==> src/rtl/link_tx_pkg.sv <==
// Shared flit definitions for the link transmitter and its bus interface.
// Latency: n/a (types only).
// Backpressure: n/a (types only).
package link_tx_pkg;
  localparam int VC_NUM = 4;
  localparam int VC_W   = $clog2(VC_NUM);
  localparam int DATA_W = 16;

  typedef enum logic [1:0] {
    HEAD      = 2'd0,
    BODY      = 2'd1,
    TAIL      = 2'd2,
    HEAD_TAIL = 2'd3
  } flit_type_t;

  typedef struct packed {
    flit_type_t        flit_type;
    logic [VC_W-1:0]   vc_id;
    logic [DATA_W-1:0] data;
  } flit_t;
endpackage

==> src/rtl/link_tx_if.sv <==
// Bus between switch traversal, the link transmitter and the downstream link.
// Latency: n/a (wires only).
// Backpressure: per-VC on/off flags travel upstream alongside the flits.
interface link_tx_if;
  link_tx_pkg::flit_t                      data_i;
  logic                                    valid_flit_i;
  logic [link_tx_pkg::VC_NUM-1:0]          on_off_i;
  link_tx_pkg::flit_t                      flit_o;
  logic                                    valid_flit_o;
  logic [link_tx_pkg::VC_NUM-1:0]          tail_sent_o;
  logic                                    is_full_o;
  logic                                    is_empty_o;
  logic                                    proto_err_o;
  logic                                    overflow_o;

  // Transmitter side.
  modport slave (
    input  data_i, valid_flit_i, on_off_i,
    output flit_o, valid_flit_o, tail_sent_o, is_full_o, is_empty_o,
           proto_err_o, overflow_o
  );

  // Upstream/link side driving flits and flow control.
  modport master (
    output data_i, valid_flit_i, on_off_i,
    input  flit_o, valid_flit_o, tail_sent_o, is_full_o, is_empty_o,
           proto_err_o, overflow_o
  );
endinterface

==> src/rtl/link_tx.sv <==
// Link transmitter: per-VC packet sequencing check, one shared flit FIFO, registered link output.
// Latency: a flit written into an empty FIFO with its VC on is on flit_o one edge later.
// Backpressure: head flit waits while its VC is off (head-of-line); full FIFO drops with overflow_o.
module link_tx
  import link_tx_pkg::*;
#(
  parameter int BUFFER_SIZE = 8
) (
  input  logic       clk,
  input  logic       rst,
  link_tx_if.slave   bus
);

  localparam int AW = $clog2(BUFFER_SIZE);
  localparam int PW = AW + 1;
  localparam logic [PW-1:0] PTR_ONE = 1;

  typedef enum logic {IDLE, ACTIVE} vc_state_t;

  flit_t     mem [BUFFER_SIZE];
  logic [PW-1:0] wr_ptr, rd_ptr;
  vc_state_t vc_state_q [VC_NUM];
  vc_state_t vc_state_d [VC_NUM];

  flit_t     in_flit;
  flit_t     head;
  logic      full, empty, pop, push;
  logic      legal;
  vc_state_t nxt_state;
  logic      proto_err_d, overflow_d;

  assign in_flit = bus.data_i;
  assign head    = mem[rd_ptr[AW-1:0]];
  // Extra pointer bit distinguishes full from empty when the slot indices match.
  assign full    = (wr_ptr[PW-1] != rd_ptr[PW-1]) && (wr_ptr[AW-1:0] == rd_ptr[AW-1:0]);
  assign empty   = (wr_ptr == rd_ptr);
  assign pop     = !empty && bus.on_off_i[head.vc_id];

  assign bus.is_full_o  = full;
  assign bus.is_empty_o = empty;

  // Sequencing check for the arriving flit's VC, then acceptance against FIFO space.
  always_comb begin
    vc_state_d  = vc_state_q;
    legal       = 1'b0;
    nxt_state   = IDLE;
    push        = 1'b0;
    proto_err_d = 1'b0;
    overflow_d  = 1'b0;
    if (bus.valid_flit_i) begin
      if (vc_state_q[in_flit.vc_id] == IDLE) begin
        case (in_flit.flit_type)
          HEAD:      begin legal = 1'b1; nxt_state = ACTIVE; end
          HEAD_TAIL: begin legal = 1'b1; nxt_state = IDLE;   end
          default:   begin legal = 1'b0; nxt_state = IDLE;   end
        endcase
      end else begin
        case (in_flit.flit_type)
          BODY:      begin legal = 1'b1; nxt_state = ACTIVE; end
          TAIL:      begin legal = 1'b1; nxt_state = IDLE;   end
          default:   begin legal = 1'b0; nxt_state = ACTIVE; end
        endcase
      end
      if (!legal) begin
        proto_err_d = 1'b1;
      end else if (!full || pop) begin
        // A same-cycle pop frees the slot, so a full FIFO can still take the flit.
        push = 1'b1;
        vc_state_d[in_flit.vc_id] = nxt_state;
      end else begin
        // Dropped for space: the VC keeps its state so the sender may retry.
        overflow_d = 1'b1;
      end
    end
  end

  // Pointers and VC sequencing state.
  always_ff @(posedge clk or posedge rst) begin
    if (rst) begin
      wr_ptr <= '0;
      rd_ptr <= '0;
      for (int i = 0; i < VC_NUM; i++) vc_state_q[i] <= IDLE;
    end else begin
      if (push) wr_ptr <= wr_ptr + PTR_ONE;
      if (pop)  rd_ptr <= rd_ptr + PTR_ONE;
      vc_state_q <= vc_state_d;
    end
  end

  // Flit storage; contents are don't-care until written.
  always_ff @(posedge clk) begin
    if (push) mem[wr_ptr[AW-1:0]] <= in_flit;
  end

  // Registered link output and single-cycle status pulses.
  always_ff @(posedge clk or posedge rst) begin
    if (rst) begin
      bus.flit_o       <= '0;
      bus.valid_flit_o <= 1'b0;
      bus.tail_sent_o  <= '0;
      bus.proto_err_o  <= 1'b0;
      bus.overflow_o   <= 1'b0;
    end else begin
      bus.valid_flit_o <= pop;
      bus.tail_sent_o  <= '0;
      bus.proto_err_o  <= proto_err_d;
      bus.overflow_o   <= overflow_d;
      if (pop) begin
        bus.flit_o <= head;
        if (head.flit_type == TAIL || head.flit_type == HEAD_TAIL)
          bus.tail_sent_o[head.vc_id] <= 1'b1;
      end
    end
  end

endmodule
==> src/flat_wrapper.sv <==
// flat-port wrapper written by rule: the top's interface ports become plain ports
module link_tx_flat import link_tx_pkg::*;
#(
  parameter int BUFFER_SIZE = 8
)
  (clk, rst, bus_data_i, bus_valid_flit_i, bus_on_off_i, bus_flit_o, bus_valid_flit_o, bus_tail_sent_o, bus_is_full_o, bus_is_empty_o, bus_proto_err_o, bus_overflow_o);
  link_tx_if bus_i ();
  input  logic clk;
  input  logic rst;
  input wire logic [$bits(bus_i.data_i)-1:0] bus_data_i;
  input wire logic [$bits(bus_i.valid_flit_i)-1:0] bus_valid_flit_i;
  input wire logic [$bits(bus_i.on_off_i)-1:0] bus_on_off_i;
  output wire logic [$bits(bus_i.flit_o)-1:0] bus_flit_o;
  output wire logic [$bits(bus_i.valid_flit_o)-1:0] bus_valid_flit_o;
  output wire logic [$bits(bus_i.tail_sent_o)-1:0] bus_tail_sent_o;
  output wire logic [$bits(bus_i.is_full_o)-1:0] bus_is_full_o;
  output wire logic [$bits(bus_i.is_empty_o)-1:0] bus_is_empty_o;
  output wire logic [$bits(bus_i.proto_err_o)-1:0] bus_proto_err_o;
  output wire logic [$bits(bus_i.overflow_o)-1:0] bus_overflow_o;
  assign bus_i.data_i = bus_data_i;
  assign bus_i.valid_flit_i = bus_valid_flit_i;
  assign bus_i.on_off_i = bus_on_off_i;
  assign bus_flit_o = bus_i.flit_o;
  assign bus_valid_flit_o = bus_i.valid_flit_o;
  assign bus_tail_sent_o = bus_i.tail_sent_o;
  assign bus_is_full_o = bus_i.is_full_o;
  assign bus_is_empty_o = bus_i.is_empty_o;
  assign bus_proto_err_o = bus_i.proto_err_o;
  assign bus_overflow_o = bus_i.overflow_o;
  link_tx #(.BUFFER_SIZE(BUFFER_SIZE)) u_core (.clk(clk), .rst(rst), .bus(bus_i));
endmodule
==> config.mk <==
export PLATFORM = sky130hd
export DESIGN_NAME = link_tx_flat
export DESIGN_NICKNAME = d
export VERILOG_FILES = /design/src/rtl/link_tx_pkg.sv /design/src/rtl/link_tx_if.sv /design/src/rtl/link_tx.sv /design/src/flat_wrapper.sv
export SDC_FILE = /design/constraint.sdc
export NUM_CORES = 1
export LEC_CHECK = 0
export ABC_CLOCK_PERIOD_IN_PS = 5300
export CORE_UTILIZATION = 35
export DETAILED_ROUTE_END_ITERATION = 6
export MAX_ROUTING_LAYER = met4
export SYNTH_ARGS = -nofsm -noshare
export SYNTH_HDL_FRONTEND = slang
export SYNTH_SLANG_ARGS = --single-unit
==> constraint.sdc <==
create_clock -name clk -period 5.3 [get_ports clk]
set_clock_uncertainty 0.1 [all_clocks]
set_input_delay 1.06 -clock clk [delete_from_list [all_inputs] [get_ports clk]]
set_output_delay 1.06 -clock clk [all_outputs]
set_load 0.03 [all_outputs]
After elaboration in Yosys (flattened, before gate mapping). Memories as Yosys holds them, arrays and structs flattened. Cells that the tools add are included.

Bits in registers: 39. Latch bits: 0. Bits in writable memories: 160. Memory bits (read-only): 0. Bits of input ports: 27. Logic and storage cells: 71. Memories kept: 1.

Add/sub/neg operators: 2. $mul: 0. Div/mod/pow operators: 0. $lt $le $gt $ge: 4. Eq/ne operators: 8. Shift operators: 0. Multiplexer cells: 30. Bitwise operators: 1. Reduce and logical (&&, ||, !) cells: 12.

Memories: u_core.mem (words 8, width 20, rd ports 1, clocked after Yosys merged registers in 0, write ports 1, line link_tx.sv:20) `flit_t mem [BUFFER_SIZE];`.

Operator list (number): two-way mux 1 bit (23); adder 4 x 1 -> 4 bit (second input constant) (2); == test 2 bit (second input constant) (4); two-way mux 4 bit (2); binary-select mux 1 bit (select 2 bit) (2); bitwise mux 4 bit (1); demux 1 bit (select 2 bit) (2); == test 4 bit (1); logical AND 1 bit (4); OR reduction 2 bit (2); == test 3 bit (1); greater-or-equal comparator 3 bit (second input constant) (1); < comparator 2 x 3 -> 1 bit (second input constant) (1); < comparator 3 x 1 -> 1 bit (second input constant) (1); NOT 2 -> 3 bit (1); AND reduction 3 bit (1); == test 2 x 1 -> 1 bit (second input constant) (1); greater-or-equal comparator 2 x 1 -> 1 bit (second input constant) (1); logical NOT 1 bit (2); logical NOT 2 bit (1); logical OR 1 bit (2); != test 1 bit (1).

Depth between registers and ports, before layout. Gate-level depths: netlist of the first run.

Depth in word-level cells: 10. Depth in mapped cells: 9. Gate-level depth less buffers: 6.

Worst setup path before layout of the first run. No wires, ideal clock.

Path kind: input -> register. Start: input bus_data_i[16]. End: memory u_core.mem[2][0] (netlist bit) (enable). Setup time: 0.456 ns. Arrival: 4.317 ns. Data required time: 4.744 ns. Path slack: 0.427 ns. Cell stages on the path: 5. Path buffers: 0. Cells stage by stage: mux4_2 -> xnor2_1 -> and2_1 -> o21ai_4 -> nor4b_1.

Cells in the longest elaborated chain, start to end: 10.

RTL lines: from (decl) (line flat_wrapper.sv:10) `input wire logic [$bits(bus_i.data_i)-1:0] bus_data_i;`; NOT 2 -> 3 bit (implied by the code) (line link_tx.sv:51) `if (vc_state_q[in_flit.vc_id] == IDLE) begin`; binary-select mux 1 bit (select 2 bit) (line link_tx.sv:51); two-way mux 1 bit (implied by the code) (2 in series) (line link_tx.sv:51); two-way mux 1 bit (line link_tx.sv:51); two-way mux 1 bit (line link_tx.sv:50) `if (bus.valid_flit_i) begin`; two-way mux 1 bit (line link_tx.sv:64) `if (!legal) begin`; two-way mux 1 bit (line link_tx.sv:50); two-way mux 1 bit (line link_tx.sv:92) `if (push) mem[wr_ptr[AW-1:0]] <= in_flit;`; two-way mux 1 bit (implied by the code) (line link_tx.sv:92); to (decl) (line link_tx.sv:20).

No other way between the ends. The select of a mux whose other input is x is not followed.

Worst setup path after layout of the first run.
Start: register u_core.rd_ptr[0]. End: output bus_is_full_o.

Cells in the longest elaborated chain, start to end: 2.

RTL lines: from (decl) (line link_tx.sv:21) `logic [PW-1:0] wr_ptr, rd_ptr;`; from (signal assigned) (line link_tx.sv:85) `if (pop) rd_ptr <= rd_ptr + PTR_ONE;`; == test 3 bit (line link_tx.sv:35) `assign full = (wr_ptr[PW-1] != rd_ptr[PW-1]) && (wr_ptr[AW-1:0] == rd_ptr[AW-1:0]);`; logical AND 1 bit (line link_tx.sv:35); to (decl) (line flat_wrapper.sv:16) `output wire logic [$bits(bus_i.is_full_o)-1:0] bus_is_full_o;`.

No other way between the ends.

==> results of run 1 <==
[cell families (layout without fill, tap and decap cells)]
family	after synthesis	in the layout	share of synthesized area, %
AO/OA/AOI/OAI	9	9	0.9814
AND/OR/NAND/NOR	36	36	2.639
buffers and inverters	29	111	1.802
multiplexers	88	88	18.58
flip-flops	199	199	74.32
adder cells (fa/ha/maj)	2	2	0.3217
XOR/XNOR	12	12	1.351
[per-layer routing]
metal,vias to the layer above,part of all wire (%)
li1,1634,-
met1,1914,45
met2,65,50
met3,19,2.7
met4,0,1.6
met5,-,0
[final timing paths]
| path | end | slack [ns] | depth (start not counted) |
|---|---|---|---|
| max | bus_is_full_o | 1.24 | 5 |
| min | u_core.rd_ptr[3] | 0.40 | 1 |
| max reg2reg | u_core.bus.flit_o[14] | 1.58 | 6 |
| min reg2reg | u_core.rd_ptr[3] | 0.40 | 1 |
| max in group asynchronous | u_core.rd_ptr[0] | 3.43 | 2 |
| min in group asynchronous | u_core.bus.flit_o[2] | 1.06 | 2 |
[cell type report]
| class | count | area share, % |
|---|---|---|
| clock inverters | 13 | 1.876 |
| multi-input cells | 147 | 20.31 |
| repair buffers | 71 | 7.182 |
| well taps | 280 | 3.752 |
| clock buffers | 19 | 4.636 |
| flip-flops and latches | 199 | 61.92 |
| inverters | 8 | 0.3216 |
[cells in the mapped netlist, drive strengths merged, types with 4 or more instances]
cell type,count
buf,11
inv,8
mux4,40
mux2,45
dfrtp,39
clkbuf,10
o21ai,5
edfxtp,160
nand2,6
xnor2,8
nor3,11
nand3,4
xor2,4
[critical path, cell delays in order (launching register included)]
cell             delay, ns
dfrtp_2               0.97
xor2_1                0.14
nor3_1                0.28
nand2b_1              0.27
inv_1                 0.12
clkdlybuf4s50_1       0.67
[power by group through the flow]
stage               logic, W  registers, W  clock network [W]
floorplan            0.00129       0.00229                  0
global placement     0.00187       0.00224                  0
detailed placement   0.00190       0.00226                  0
CTS                  0.00190       0.00222            0.00136
global route         0.00201       0.00226            0.00143
finish               0.00186       0.00222            0.00133
[through the flow]
| step | worst slack (ns) | cells | utilization (%) |
|---|---|---|---|
| after floorplan | 0.4270 | 375 | - |
| after global placement | 1.088 | 705 | 40.00 |
| after detailed placement | 1.016 | 705 | 40.00 |
| after CTS | 1.182 | 737 | 42.79 |
| after global routing | 0.9321 | 737 | 42.79 |
| final | 1.243 | 737 | 42.79 |
[flip-flops by register name (all words and copies together) (netlist names)]
name,count
u_core.mem,160
u_core.bus.flit_o,20
u_core.bus.tail_sent_o,4
u_core.rd_ptr,4
u_core.vc_state_q,4
u_core.wr_ptr,4
u_core.bus.overflow_o,1
u_core.bus.proto_err_o,1
u_core.bus.valid_flit_o,1
[cells in the final DEF (no fill, tap or decap), types with 2 or more instances in the layout]
master / instances
nor4_2: 2
clkinv_2: 2
nand3_1: 4
nor3_2: 3
clkdlybuf4s50_1: 55
nor4b_2: 2
inv_1: 7
mux2_2: 44
xor2_1: 4
nand3b_1: 2
o21ai_0: 4
mux2i_1: 3
xnor2_1: 8
buf_4: 16
o2111ai_1: 2
mux4_2: 39
clkinv_1: 3
ha_1: 2
nand2b_1: 3
inv_6: 3
clkbuf_1: 2
bufinv_16: 4
edfxtp_1: 160
dfrtp_1: 38
nand2_1: 5
nor3_1: 8
clkbuf_16: 17
==> results.md, run 1 <==
* Met3 usage at 3.102%
* # diodes at 0
* Sequential standard cell area at 5782 µm²
* Pwr per Cell Area at 579.2 nW/µm²
* Pwr Total at between 0.005 and 0.006 W
* Met2 GRT Util at 22.06%
* Worst Setup SP: u_core.rd_ptr[0]
* Final slew viol count at 0
* Switching pwr at 0.001684 W
* DIE AREA at approximately 23000 µm²
* Latest clock arrival within the worst-skew pair at approximately 0.43 ns
* Outcome: finished clean
* Max H-tree Level at 4
* TNS Setup at 0 ns
* Port bufs at 55
* Post-synth top area share at between 60% and 70%
* Hold Fails Final Rpt at 0
* Global placement routability congestion at 0.7178
* Post-DP HPWL at 8905 µm
* Area contributors post-synth: edfxtp_1 (62%), dfrtp_1 (13%), mux4_2 (11%), mux2_2 (6.4%), xnor2_1 (0.90%)
* Post-Syn Nets at 404
* Asr flop ratio synth at 19.60%
* Switch share at 31.14%
* Clock Power Share at 24.7%
* Logic pwr share at about 34%
* Cell Area, Placed at 8730 µm²
* # hold bufs at CTS at 0
* Reg2Reg Launch Point: u_core.rd_ptr[1]
* Via density at 4.928
* Crit-path max FO at 27
* Number of global-route vias before repair at 3802
* Largest net degree at the start of global routing at 40
* Hold WS at 0.4016 ns
* Starting density of the core at 35.64%
* Cts bufs inserted at 17
* Post-Syn Area per Cell at 20.74 µm²
* Worst Max-Slew Pin Slew at 0.9193 ns
* Clock-pin slew on the worst setup and hold paths at 0.07 ns
* CTS max path bufs at 2
* Synth Flop Type: edfxtp_1
* Final instance area at just over 9000 µm²
* Setup Buffers After CTS at 0
* Area Growth Syn to Fin at 20.06%
* CP Class: flop to output pin
* Crit end category: output pin
* Die Y at about 150 µm
* Post-route ant nets at 0
* Mapped cell area at 7777 µm²
* Routed length per instance at slightly below 20 µm
* Startpoint type of the worst setup path: flop
* Leakage at 3.142 nW
* Min cycle time layout at 4.057 ns
* Worst VDD drop at 200.5 µV
* Fin crit share at 76.54%
* Root buffer cell: clkbuf_16
* Area of the multi-input gates at 1897 µm²
* Hold crit path type: flop to flop
* Worst EP arrival at ~2.9 ns
* CTS tree: done
* GRT overflow at 0
* Vias at approximately 3600
* DRC at 0
* Layout cells sized above 1 at 30.63%
* Count of cell types in the netlist at 35
* Cell count after synthesis at 375
* Synth Register Bits at approximately 200
* Fmax achieved at between 200 and 250 MHz
* Row Count at 54
* Top-level I/O count at 56
* Antenna violations before repair at 0
* Post-CTS resize count at 0
* Clock sink total at 199
* Cell accounting for the most synthesized area: edfxtp_1
* Fin nets at 473
* Pre-antenna DRT Iters at 4
* Global-route wire length before repair at 21910 µm
* Final-report setup violation count at 0
* Relative slew slack at between 30% and 40%
* Routed wire length at 14150 µm
* Sequential group share of total power at 41.0%
* Worst Min Path Start: u_core.rd_ptr[3]
* EDFF count, synth at 160
* Unrepaired setup endpoints after global routing: false
* Initial DRC Count at 239
* Sequential area share after synthesis at between 70% and 80%
* Busiest layer in global routing: met2
* Max-Cap Viols at 0
* Critical path data required time at 4.14 ns
* Filler instances at 1889
* Core box area at 21820 µm²
* Int Power at 0.003724 W
* Ys Warns at 0
* Die X at approximately 150 µm
* GRT met1 Usage at 17.58%
* Tot GR Track Use at between 10% and 20%
Note: power is estimated with default switching activity, not from simulation.
==> run 2, diff against run 1 <==
--- a/config.mk
+++ b/config.mk
@@ -5,7 +5,7 @@
 export SDC_FILE = /design/constraint.sdc
 export NUM_CORES = 1
 export LEC_CHECK = 0
-export ABC_CLOCK_PERIOD_IN_PS = 5300
+export ABC_CLOCK_PERIOD_IN_PS = 3660
 export CORE_UTILIZATION = 35
 export DETAILED_ROUTE_END_ITERATION = 6
 export MAX_ROUTING_LAYER = met4
==> constraint.sdc (replaced) <==
create_clock -name clk -period 3.66 [get_ports clk]
set_clock_uncertainty 0.1 [all_clocks]
set_input_delay 0.732 -clock clk [delete_from_list [all_inputs] [get_ports clk]]
set_output_delay 0.732 -clock clk [all_outputs]
set_load 0.03 [all_outputs]
==> run 2 against run 1 <==
Global-route usage increased by 0.97 points. Highest routed layer unchanged. First-iteration DRC count increased by 5.0%. Count of clock-buffer cells in the layout grew 2. Largest cell class unchanged. Critical path type unchanged. Critical endpoint is now bus_is_empty_o. Non-clock buffer count is 10 higher.
==> results.md, run 2 (synthesis gave the netlist of run 1 again) <==
* Die X at 151.1 µm (unchanged)
* Max-Cap Viols at 0 (unchanged)
* GRT overflow at 0 (unchanged)
* Die Y at 151.1 µm (unchanged)
* Crit end category: output pin
* Relative slew slack at 35.20% (-3.5 points)
* Worst setup margin at 0.2359 ns (-1.008 ns)
* Most common cell after layout, fill and taps aside: edfxtp_1
* CTS tree: done
* Final-report setup violation count at 0 (unchanged)
* Worst Setup SP: u_core.rd_ptr[1]
* Int Power at 0.005735 W (+54%)
* CTS max path bufs at 2 (unchanged)
* CP Class: flop to output pin
* Crit path max-delay family: buffers and inverters
* # hold bufs at CTS at 0 (unchanged)
* Setup Buffers After CTS at 0 (unchanged)
* Buffers plus inverters on the worst setup path at 3 (+1)
* Port bufs at 55 (unchanged)
* TNS Setup at 0 ns (unchanged)
* Clock sink total at 199 (unchanged)
* Final slew viol count at 0 (unchanged)
* Top-level I/O count at 56 (unchanged)
* Row Count at 54 (unchanged)
* Critical Path End: bus_is_empty_o
* Initial DRC Count at 251 (+5.0%)
* Global-route wire length before repair at 23470 µm (+7.1%)
* Post-route ant nets at 0 (unchanged)
* Antenna violations before repair at 0 (unchanged)
* Post-DP HPWL at 9686 µm (+8.8%)
* Number of global-route vias before repair at 3991 (+5.0%)
* Critical path cell sequence: buf_6, xor2_1, nor3_1, nand2_1, inv_1, clkdlybuf4s50_1
* Fmax achieved at 292.0 MHz
* Worst EP arrival at 2.59 ns (-0.31 ns)
* Max H-tree Level at 4 (unchanged)
* Core box area at 21820 µm² (unchanged)
* Switching pwr at 0.002475 W (+47%)
* Layout cells sized above 1 at 32.98% (+2.3 points)
* Sequential group share of total power at 38.1% (-2.9 points)
* Min cycle time layout at around 3.4 ns
* Pre-antenna DRT Iters at 4 (unchanged)
* Crit. path cell count at 6 (+1)
* Routed wire length at 15000 µm (+6.0%)
* Hold WS at 0.3930 ns (-0.008607 ns)
* Global placement routability congestion at 0.7395 (+3.0%)
* Unrepaired setup endpoints after global routing: false
* Reg2Reg Launch Point: u_core.rd_ptr[2]
* Routed length per instance at 20.09 µm (+4.6%)
* Slowest cell on the critical path: clkdlybuf4s50_1
* Most frequent cells in the layout: edfxtp_1 (160), clkdlybuf4s50_1 (54), mux2_2 (44)
* Leakage at 3.248 nW (+3.4%)
* Critical path data required time at 2.83 ns (-1.31 ns)
* Largest net degree at the start of global routing at 40 (unchanged)
* FF-to-FF path depth at 6 (unchanged)
* Via density at 4.926 (about the same)
* Root buffer cell: clkbuf_16
* Startpoint type of the worst setup path: flop
* Post-CTS resize count at 0 (unchanged)
* Pwr per Cell Area at 859.9 nW/µm² (+48%)
* Cts bufs inserted at 17 (unchanged)
* Vias at 3680 (+1.3%)
* Slowest Stage Delay on Critical Path at 0.66 ns (-0.31 ns)
* Switch share at 30.15% (-0.99 points)
* Dpl ws at 0.1388 ns (-0.8767 ns)
* Clock-pin slew on the worst setup and hold paths at 0.07 ns (about the same)
* Hold crit path type: flop to flop
* Tot GR Track Use at 14.92% (+0.97 points)
* Worst Max-Slew Pin Slew at 0.9705 ns (+0.05122 ns)
* Area Growth Syn to Fin at 22.76%
* Worst R2R Setup Slack at 0.55 ns (-1.03 ns)
* Crit-path max FO at 20 (-26%)
* Logic pwr share at 35.2% (+0.8 points)
* Fin nets at 483 (+2.1%)
* Fin crit share at 93.55%
* # diodes at 0 (unchanged)
* DIE AREA at 22820 µm² (unchanged)
* Latest clock arrival within the worst-skew pair at 0.43 ns (about the same)
* DRC at 0 (unchanged)
* Reg2reg end: u_core.bus.flit_o[18]
* Hold Fails Final Rpt at 0 (unchanged)
* Max reg flops at 160 (unchanged)
* Clock Power Share at 26.6% (+1.9 points)
* Starting density of the core at 35.64% (unchanged)
* Outcome: finished clean
* Worst VDD drop at 388.6 µV (+94%)
-- run 2: per-stage QoR --
stage / cell area, µm² / std cells / total power [W] / util, %
2_1_floorplan: 7777 / 375 / 0.005190 / -
3_3_place_gp: 8840 / 715 / 0.006071 / 40.51
3_5_place_dp: 8840 / 715 / 0.006125 / 40.51
4_1_cts: 9544 / 747 / 0.008332 / 43.73
5_1_grt: 9548 / 747 / 0.008631 / 43.75
6_report: 9548 / 747 / 0.008210 / 43.75
-- run 2: power groups by stage --
stage	registers, W	clock network (W)	logic, W
2_1_floorplan	0.00332	0	0.00187
4_1_cts	0.00314	0.00224	0.00296
3_3_place_gp	0.00317	0	0.00290
6_report	0.00313	0.00219	0.00289
5_1_grt	0.00318	0.00233	0.00312
3_5_place_dp	0.00319	0	0.00294
-- run 2: routing by layer --
metal,GRT usage (%),wire [µm]
met1,18.70,6543
met2,23.74,7624
met3,3.253,596
met4,5.700,239
met5,-,0
-- run 2: layout make-up --
cell class              instances  area (µm²)
repair buffers                 81       784.5
clock buffers                  21       460.4
clock inverters                11       244.0
multi-input cells             147        1897
fillers                      1892       12280
flip-flops and latches        199        5782
well taps                     280       350.3
inverters                       8       30.03
-- run 2: worst min-delay path by stage --
| stage | from | to | cells past startpoint |
|---|---|---|---|
| floorplan | u_core.rd_ptr[3] | u_core.rd_ptr[3] | 1 |
| global placement | u_core.rd_ptr[3] | u_core.rd_ptr[3] | 1 |
| detailed placement | u_core.wr_ptr[3] | u_core.wr_ptr[3] | 1 |
| CTS | u_core.wr_ptr[3] | u_core.wr_ptr[3] | 1 |
| global route | u_core.rd_ptr[3] | u_core.rd_ptr[3] | 1 |
| finish | u_core.wr_ptr[3] | u_core.wr_ptr[3] | 1 |
